===== config.mk =====
export PLATFORM = sky130hd
export DESIGN_NAME = btn_conditioner
export DESIGN_NICKNAME = d
export VERILOG_FILES = /design/src/rtl/wam_pkg.sv /design/src/rtl/btn_debounce_ch.sv /design/src/rtl/btn_conditioner.sv
export SDC_FILE = /design/constraint.sdc
export NUM_CORES = 1
export LEC_CHECK = 0
export BUFFER_PORTS_ARGS = -buffer_cell sky130_fd_sc_hd__buf_2
export CAP_MARGIN = 10
export CELL_PAD_IN_SITES_DETAIL_PLACEMENT = 0
export CELL_PAD_IN_SITES_GLOBAL_PLACEMENT = 1
export CORE_MARGIN = 4
export CORE_UTILIZATION = 30
export DETAILED_ROUTE_END_ITERATION = 10
export PLACE_DENSITY_LB_ADDON = 0.1
export SLEW_MARGIN = 5
export SYNTH_ARGS = -nofsm -noshare
export SYNTH_HDL_FRONTEND = slang
export SYNTH_HIERARCHICAL = 1
export SYNTH_SLANG_ARGS = --single-unit

===== constraint.sdc =====
create_clock -name clk -period 1.6 [get_ports clk]
set_input_delay 0.16 -clock clk [delete_from_list [all_inputs] [get_ports clk]]
set_output_delay 0.16 -clock clk [all_outputs]
set_load 0.05 [all_outputs]

===== src/rtl/wam_pkg.sv =====
// -----------------------------------------------------------------------------
// wam_pkg
// Shared definitions for the button-conditioning front end of the game FSM.
//   NUM_BTN_DEF  : default number of button channels
//   DEBOUNCE_DEF : default number of stable synchronised samples per change
//   CNT_W_DEF    : default debounce counter width
//   STUCK_DEF    : default hold length that flags a stuck button
//   HOLD_W       : width of the optional stuck-detection hold counter
//   btn_vec_t    : one bit per button channel
//   deb_evt_e    : debouncer event raised on the edge that updates 'stable'
// -----------------------------------------------------------------------------
package wam_pkg;

  localparam int unsigned NUM_BTN_DEF  = 8;
  localparam int unsigned DEBOUNCE_DEF = 4;
  localparam int unsigned CNT_W_DEF    = 8;
  localparam int unsigned STUCK_DEF    = 60000;
  localparam int unsigned HOLD_W       = 16;

  typedef logic [NUM_BTN_DEF-1:0] btn_vec_t;

  typedef enum logic [1:0] {
    EV_NONE = 2'd0,
    EV_RISE = 2'd1,
    EV_FALL = 2'd2
  } deb_evt_e;

endpackage : wam_pkg


===== src/rtl/btn_debounce_ch.sv =====
// -----------------------------------------------------------------------------
// btn_debounce_ch
// One button channel: 2-FF synchroniser, counter debouncer and lockout-aware
// qualification producing a held level plus one-cycle press/release pulses.
// Optional stuck-button detection is built when BTN_STUCK_DET_EN is defined.
//
// Ports:
//   clk_i        system clock
//   rst_ni       asynchronous active-low reset
//   enable_i     press qualification enable
//   btn_raw_i    asynchronous raw button, active-high
//   lockout_i    lockout for this channel, synchronous to clk_i
//   btn_level_o  qualified debounced held level (registered)
//   btn_press_o  one-cycle pulse on a qualified press (registered)
//   btn_release_o one-cycle pulse when a qualified button is released
//   stuck_o      stuck flag; constant 0 without BTN_STUCK_DET_EN
// -----------------------------------------------------------------------------
module btn_debounce_ch
  import wam_pkg::*;
#(
  parameter int unsigned DEBOUNCE_CYCLES = DEBOUNCE_DEF,
  parameter int unsigned CNT_W           = CNT_W_DEF,
  parameter int unsigned STUCK_CYCLES    = STUCK_DEF
) (
  input  logic clk_i,
  input  logic rst_ni,
  input  logic enable_i,
  input  logic btn_raw_i,
  input  logic lockout_i,
  output logic btn_level_o,
  output logic btn_press_o,
  output logic btn_release_o,
  output logic stuck_o
);

  // Elaboration-time parameter legality checks.
  if (DEBOUNCE_CYCLES < 2 || DEBOUNCE_CYCLES > 255) begin : g_bad_debounce
    $error("btn_debounce_ch: DEBOUNCE_CYCLES must be within 2..255");
  end
  if ((64'd1 << CNT_W) <= 64'(DEBOUNCE_CYCLES)) begin : g_bad_cnt_w
    $error("btn_debounce_ch: CNT_W too narrow for DEBOUNCE_CYCLES");
  end
  if (STUCK_CYCLES < 1 || STUCK_CYCLES >= (1 << HOLD_W)) begin : g_bad_stuck
    $error("btn_debounce_ch: STUCK_CYCLES must fit the hold counter");
  end

  localparam logic [CNT_W-1:0] CNT_LAST = CNT_W'(DEBOUNCE_CYCLES - 1);

  logic             s1_q, s2_q;
  logic             stable_q, stable_d;
  logic [CNT_W-1:0] cnt_q, cnt_d;
  logic             qual_q, qual_d;
  logic             press_q, press_d;
  logic             release_q, release_d;
  deb_evt_e         evt;
  logic             stuck_w;

  // Debounce: any disagreement between s2 and stable must persist for
  // DEBOUNCE_CYCLES consecutive samples; a single agreeing sample restarts it.
  always_comb begin
    stable_d = stable_q;
    cnt_d    = cnt_q;
    evt      = EV_NONE;
    if (s2_q == stable_q) begin
      cnt_d = '0;
    end else if (cnt_q == CNT_LAST) begin
      stable_d = s2_q;
      cnt_d    = '0;
      evt      = s2_q ? EV_RISE : EV_FALL;
    end else begin
      cnt_d = cnt_q + CNT_W'(1);
    end
  end

  // Qualification: lockout (or a stuck hold) kills the level silently; a
  // release pulse is only emitted for a channel that was qualified.
  always_comb begin
    qual_d    = qual_q;
    press_d   = 1'b0;
    release_d = 1'b0;
    if (lockout_i || stuck_w) begin
      qual_d = 1'b0;
    end else if (evt == EV_FALL) begin
      qual_d    = 1'b0;
      release_d = qual_q;
    end else if (evt == EV_RISE && enable_i) begin
      qual_d  = 1'b1;
      press_d = 1'b1;
    end
  end

  always_ff @(posedge clk_i or negedge rst_ni) begin
    if (!rst_ni) begin
      s1_q      <= 1'b0;
      s2_q      <= 1'b0;
      stable_q  <= 1'b0;
      cnt_q     <= '0;
      qual_q    <= 1'b0;
      press_q   <= 1'b0;
      release_q <= 1'b0;
    end else begin
      s1_q      <= btn_raw_i;
      s2_q      <= s1_q;
      stable_q  <= stable_d;
      cnt_q     <= cnt_d;
      qual_q    <= qual_d;
      press_q   <= press_d;
      release_q <= release_d;
    end
  end

`ifdef BTN_STUCK_DET_EN
  localparam logic [HOLD_W-1:0] HOLD_MAX = HOLD_W'(STUCK_CYCLES);

  logic [HOLD_W-1:0] hold_q, hold_d;

  // Hold counter saturates at HOLD_MAX and clears one edge after stable falls.
  always_comb begin
    hold_d = hold_q;
    if (!stable_q) begin
      hold_d = '0;
    end else if (hold_q != HOLD_MAX) begin
      hold_d = hold_q + HOLD_W'(1);
    end
  end

  always_ff @(posedge clk_i or negedge rst_ni) begin
    if (!rst_ni) begin
      hold_q <= '0;
    end else begin
      hold_q <= hold_d;
    end
  end

  assign stuck_w = (hold_q == HOLD_MAX);
`else
  assign stuck_w = 1'b0;
`endif

  assign btn_level_o   = qual_q;
  assign btn_press_o   = press_q;
  assign btn_release_o = release_q;
  assign stuck_o       = stuck_w;

endmodule : btn_debounce_ch


===== src/rtl/btn_conditioner.sv =====
// -----------------------------------------------------------------------------
// btn_conditioner
// Conditions NUM_BTN raw asynchronous buttons for the game FSM: synchronise,
// debounce, apply the FSM's lockout mask and the enable, and produce held
// levels, press/release pulses and an any-press strobe.
// Optional feature macro: BTN_STUCK_DET_EN (per-channel stuck-button flags).
//
// Ports:
//   clk         system clock
//   rst_n       asynchronous active-low reset
//   enable      press qualification enable (ena & ~game_end)
//   btn_raw     raw asynchronous buttons, active-high
//   lockout     per-channel lockout mask from the FSM
//   btn_level   qualified debounced held level (FSM btn_sync input)
//   btn_press   one-cycle pulse per qualified press
//   btn_release one-cycle pulse per qualified release
//   any_press   OR of btn_press, aligned with btn_press
//   stuck       stuck-button flags; 0 without BTN_STUCK_DET_EN
// -----------------------------------------------------------------------------
module btn_conditioner
  import wam_pkg::*;
#(
  parameter int unsigned NUM_BTN         = NUM_BTN_DEF,
  parameter int unsigned DEBOUNCE_CYCLES = DEBOUNCE_DEF,
  parameter int unsigned CNT_W           = CNT_W_DEF,
  parameter int unsigned STUCK_CYCLES    = STUCK_DEF
) (
  input  logic               clk,
  input  logic               rst_n,
  input  logic               enable,
  input  logic [NUM_BTN-1:0] btn_raw,
  input  logic [NUM_BTN-1:0] lockout,
  output logic [NUM_BTN-1:0] btn_level,
  output logic [NUM_BTN-1:0] btn_press,
  output logic [NUM_BTN-1:0] btn_release,
  output logic               any_press,
  output logic [NUM_BTN-1:0] stuck
);

  for (genvar i = 0; i < NUM_BTN; i++) begin : g_ch
    btn_debounce_ch #(
      .DEBOUNCE_CYCLES (DEBOUNCE_CYCLES),
      .CNT_W           (CNT_W),
      .STUCK_CYCLES    (STUCK_CYCLES)
    ) u_ch (
      .clk_i         (clk),
      .rst_ni        (rst_n),
      .enable_i      (enable),
      .btn_raw_i     (btn_raw[i]),
      .lockout_i     (lockout[i]),
      .btn_level_o   (btn_level[i]),
      .btn_press_o   (btn_press[i]),
      .btn_release_o (btn_release[i]),
      .stuck_o       (stuck[i])
    );
  end

  // btn_press is already registered, so the OR lands in the same cycle.
  assign any_press = |btn_press;

endmodule : btn_conditioner


[Word-level counts from Yosys, hierarchy flattened]
Cells that the tools add are included.
Storage, ports and cells
  input bits: 19
  output and inout bits: 33
  logic and storage cells: 233
  register bits: 112
Cells by class
  bitwise gates (word level): 8
  add/subtract/negate cells: 8
  equal/unequal tests: 32
  mux-type cells: 104
  reduce and logical (&&, ||, !) cells: 25
Operators by type and width (count)
  2-to-1 mux 8 bit: 16
  adder 8 x 1 -> 8 bit (second input constant): 8
  == test 8 x 2 -> 1 bit (second input constant): 8
  2-to-1 mux 1 bit: 64
  2-to-1 mux 2 bit: 24
  nonzero test 3 bit: 8
  == test 2 x 1 -> 1 bit (second input constant): 8
  == test 2 bit (second input constant): 8
  AND reduction 2 bit: 8
  == test 1 bit: 8
  logical AND 1 bit: 8
  inverter 1 bit: 8
  OR reduction 8 bit: 1

[Depth between registers and ports, before layout]
  depth in word-level cells: 8
  depth in mapped cells: 4
  gate-level depth less buffers: 4

[By module]
Netlist, hierarchy kept.
Modules (own cells, without submodules)
  btn_debounce_ch: times used 8, sequential area each 350.3 µm², cells each 56, area each 626.9 µm²
  btn_conditioner: times used 1, sequential area each 0.0 µm², cells each 3, area each 16.3 µm²

[Worst setup path after synthesis]
No wires, ideal clock.
  kind: register -> register
  start: reg g_ch[0].u_ch.cnt_q[0]
  end: reg g_ch[0].u_ch.stable_q
  data required time: 1.475 ns
  period minus slack after synthesis: 1.676 ns
  data arrival time: 1.551 ns
  setup time: 0.125 ns
  slack: -0.076 ns
  buffers on the path: 0
  cell stages (with the launch flop): 5
  cell sequence: dfrtp_1 > ha_1 > or4b_4 > or2_4 > mux2_4
Between the ends
  word-level cells in the longest chain between the ends: 2
RTL lines
  from (decl): RTL line btn_debounce_ch.sv:51  | logic [CNT_W-1:0] cnt_q, cnt_d;
  from (signal assigned): RTL line btn_debounce_ch.sv:105  | cnt_q <= cnt_d;
  == test 8 x 2 -> 1 bit: RTL line btn_debounce_ch.sv:66  | end else if (cnt_q == CNT_LAST) begin
  AND reduction 2 bit (no source line)
  to (signal assigned): RTL line btn_debounce_ch.sv:104  | stable_q <= stable_d;
  to (decl): RTL line btn_debounce_ch.sv:50  | logic stable_q, stable_d;
No other way between the ends.
A chain may end at the register's enable or synchronous reset.

[Worst setup path after layout]
  start: reg g_ch[6].u_ch.cnt_q[0]
  end: reg g_ch[6].u_ch.stable_q
Between the ends
  word-level cells in the longest chain between the ends: 2
RTL lines (RTL line)
  from (decl): btn_debounce_ch.sv:51
  from (signal assigned): btn_debounce_ch.sv:105
  == test 8 x 2 -> 1 bit: btn_debounce_ch.sv:66
  AND reduction 2 bit (no source line)
  to (signal assigned): btn_debounce_ch.sv:104
  to (decl): btn_debounce_ch.sv:50
No other way between the ends.

==> flow_summary.json <==
{
  "gp_congestion": 0.760,
  "drt_iter0_markers": 95,
  "run_status": "finished, violations left",
  "postLayoutCellArea_um2": 6770,
  "clk_pin_slew_ns": 0.08,
  "hold_viol": 0,
  "first_global_vias": 3700,
  "worstPathArrival_ns": 1.93,
  "period_minus_slack_ns": 1.70,
  "ys.flop_type": "dfrtp_1",
  "skew_ns": 0.00992,
  "ir_worst_vdd_mv": 0.570,
  "drive_gt1_frac": 0.353,
  "syn_area_um2": 5030,
  "worstRegToRegCells": 4,
  "final_common_cell": "dfrtp_1",
  "avgSynthCellArea_um2": 11.2,
  "num-nets-final": 622,
  "powerDensity_nw_per_um2": 1190,
  "areaGrowthSynthToFinish_pct": 34.6,
  "grt_pass1_wl_um": 18200,
  "io_buffer_count": 43,
  "place_area_um2": 6070,
  "fp.dieW_um": 138,
  "drt_wl_total_um": 10900,
  "setup_tns_ns": -1.16,
  "antenna_found_initial": 0,
  "crit_start": "g_ch[6].u_ch/cnt_q[0]",
  "endpoint": "g_ch[6].u_ch/stable_q",
  "cts_buffer_depth": 2,
  "synth_seq_area_share": 0.557,
  "cp_max_fo": 4,
  "synthCells": 451,
  "drv_slew": 0,
  "ys_types": 25,
  "cts_tree": "yes",
  "dr_total_vias": 3721,
  "ys_async_sr_fraction": 1.00,
  "synth_top_family_by_area": "simple AND/OR/NAND/NOR gates",
  "drt-vias-per-instance": 4.54,
  "htreeDepth": 3,
  "fp.dieH_um": 138,
  "cap_violations": 0,
  "grtUsageTotal": 0.123,
  "final_util": 0.410,
  "synth-compound-area-share": 0.105,
  "ioPinCount": 52,
  "layout_setup_ws_ns": -0.0953,
  "overflow": 0,
  "violations": "negative setup slack",
  "num_rows": 47,
  "dpl.cell_count": 783,
  "crit_type": "reg -> reg",
  "synth_fa_ha_area_frac": 0.0199,
  "timing.rr.start": "g_ch[6].u_ch/cnt_q[0]",
  "reg2reg_setup_slack_ns": -0.1,
  "start_util": 0.304,
  "leakage_nw": 3.08,
  "critPathLaunchType": "flop",
  "cp.required_ns": 1.83,
  "synthXorXnorAreaFrac": 0.0557,
  "clk_latency_ns": 0.35,
  "ys_ff_latch": 112,
  "cpMaxStageDelayCell": "or4b_4",
  "dpl.hpwl_um": 7930,
  "syn_nets": 478,
  "synth_edf_count": 0,
  "hp-class": "in -> reg",
  "n_antenna_cell": 0,
  "synth-simple-area-share": 0.202,
  "die_area_um2": 18900,
  "cp-end-kind": "flop",
  "first_pass_iters": 6,
  "ant_nets": 0,
  "stdcell_count": 820,
  "final_cell_mix": "dfrtp_1, buf_4, buf_2, or3_1, nor2_1",
  "drc": 0,
  "fmax_mhz": 590,
  "finalPower_w": 0.00806,
  "rsz0062_at_grt": "true",
  "root_buffer": "clkbuf_16",
  "max_stage_delay_ns": 0.46,
  "reg2reg_to": "g_ch[6].u_ch/stable_q",
  "grt_start_max_net_pins": 40,
  "core-area_um2": 16500,
  "cts_buffers": 9,
  "fin_crit_sh": 1.06,
  "synthMuxAreaShare": 0.0239,
  "wl_per_cell_um": 13.3,
  "cts.sinks": 112,
  "setup_viol": 17,
  "yosys_warnings": 6,
  "crit_chain": "ha_2 > or4b_4 > or2_4 > mux2_4"
}
==> cell usage after synthesis, types with 9 or more instances <==
master / n / area [µm²]
a21oi_1: 32 / 160
nor2_1: 32 / 120
or3_1: 32 / 200
inv_1: 24 / 90.1
nand3_1: 24 / 120
dfrtp_1: 112 / 2800
o21ai_0: 32 / 160
nor4_1: 10 / 62.6
xor2_1: 16 / 140
nand2_1: 9 / 33.8
xnor2_1: 16 / 140
==> where the power goes <==
part / internal (W) / switching [W]
Sequential: 0.00313 / 0.000268
Combinational: 0.00123 / 0.00113
Clock: 0.00126 / 0.00104
==> sequential cells by signal (all words and copies together), names as in the netlist <==
register	cells
g_ch.u_ch/btn_level_o	8
g_ch.u_ch/btn_press_o	8
g_ch.u_ch/s2_q	8
g_ch.u_ch/s1_q	8
g_ch.u_ch/btn_release_o	8
g_ch.u_ch/cnt_q	64
g_ch.u_ch/stable_q	8
==> worst max-delay path, delay by kind of cell (launching register included) <==
family | cells | cell delay, ns
and+or+nand+nor | 2 | 0.74
DFF | 1 | 0.36
muxes | 1 | 0.30
adders and majority gates | 1 | 0.18
==> kinds of logic (layout without fill, tap and decap cells) <==
group | Yosys count | in the layout
AND/OR/NAND/NOR | 163 | 163
buffers and inverters | 32 | 181
other | 8 | 8
adder cells (fa/ha/maj) | 8 | 8
AO/OA/AOI/OAI | 88 | 88
multiplexers | 8 | 8
XOR/XNOR | 32 | 32
flip-flops | 112 | 112
==> per-layer routing <==
layer / global-route usage / vias up / routed length (µm)
met4: 0.0382 / 0 / 141
li1: - / 1879 / -
met2: 0.198 / 43 / 5240
met3: 0.0321 / 9 / 372
met1: 0.162 / 1790 / 5180
met5: 0 / - / 0
==> through the flow <==
stage | hold WS, ns | setup WS, ns
2_1_floorplan | -0.136 | -0.0764
3_3_place_gp | 0.112 | -0.0791
3_5_place_dp | 0.117 | -0.0992
4_1_cts | 0.0669 | -0.0733
5_1_grt | 0.0914 | -0.131
6_report | 0.0840 | -0.0953
==> cell type report <==
type	count	area, µm²
timing repair buffer	141	1030
inverter	24	90.1
clock inverter	6	67.6
multi-input combinational	307	2260
sequential	112	2800
tap	220	275
fill	1592	9750
clock buffer	10	239
==> how the worst min path moves through the flow <==
stage                           from                       end  slack (ns)  depth (start not counted)
after detailed placement       rst_n     g_ch[7].u_ch/cnt_q[4]        0.12                          1
after global routing      lockout[5]  g_ch[5].u_ch/btn_press_o        0.09                          3
after global placement         rst_n     g_ch[7].u_ch/cnt_q[7]        0.11                          1
after CTS                 lockout[0]  g_ch[0].u_ch/btn_press_o        0.07                          3
after floorplan                rst_n  g_ch[0].u_ch/btn_level_o       -0.14                          0
final                     lockout[0]  g_ch[0].u_ch/btn_press_o        0.08                          3
==> repair_timing <==
action / CTS / global route
gates resized for setup: 14 / 46
hold endpoints to repair: 30 / 0
pin swaps: 3 / 9
buffers inserted: 4 / 8
hold buffers: 9 / 0
endpoints found under the setup margin: 33 / 55
Note: power is estimated with default switching activity, not from simulation.
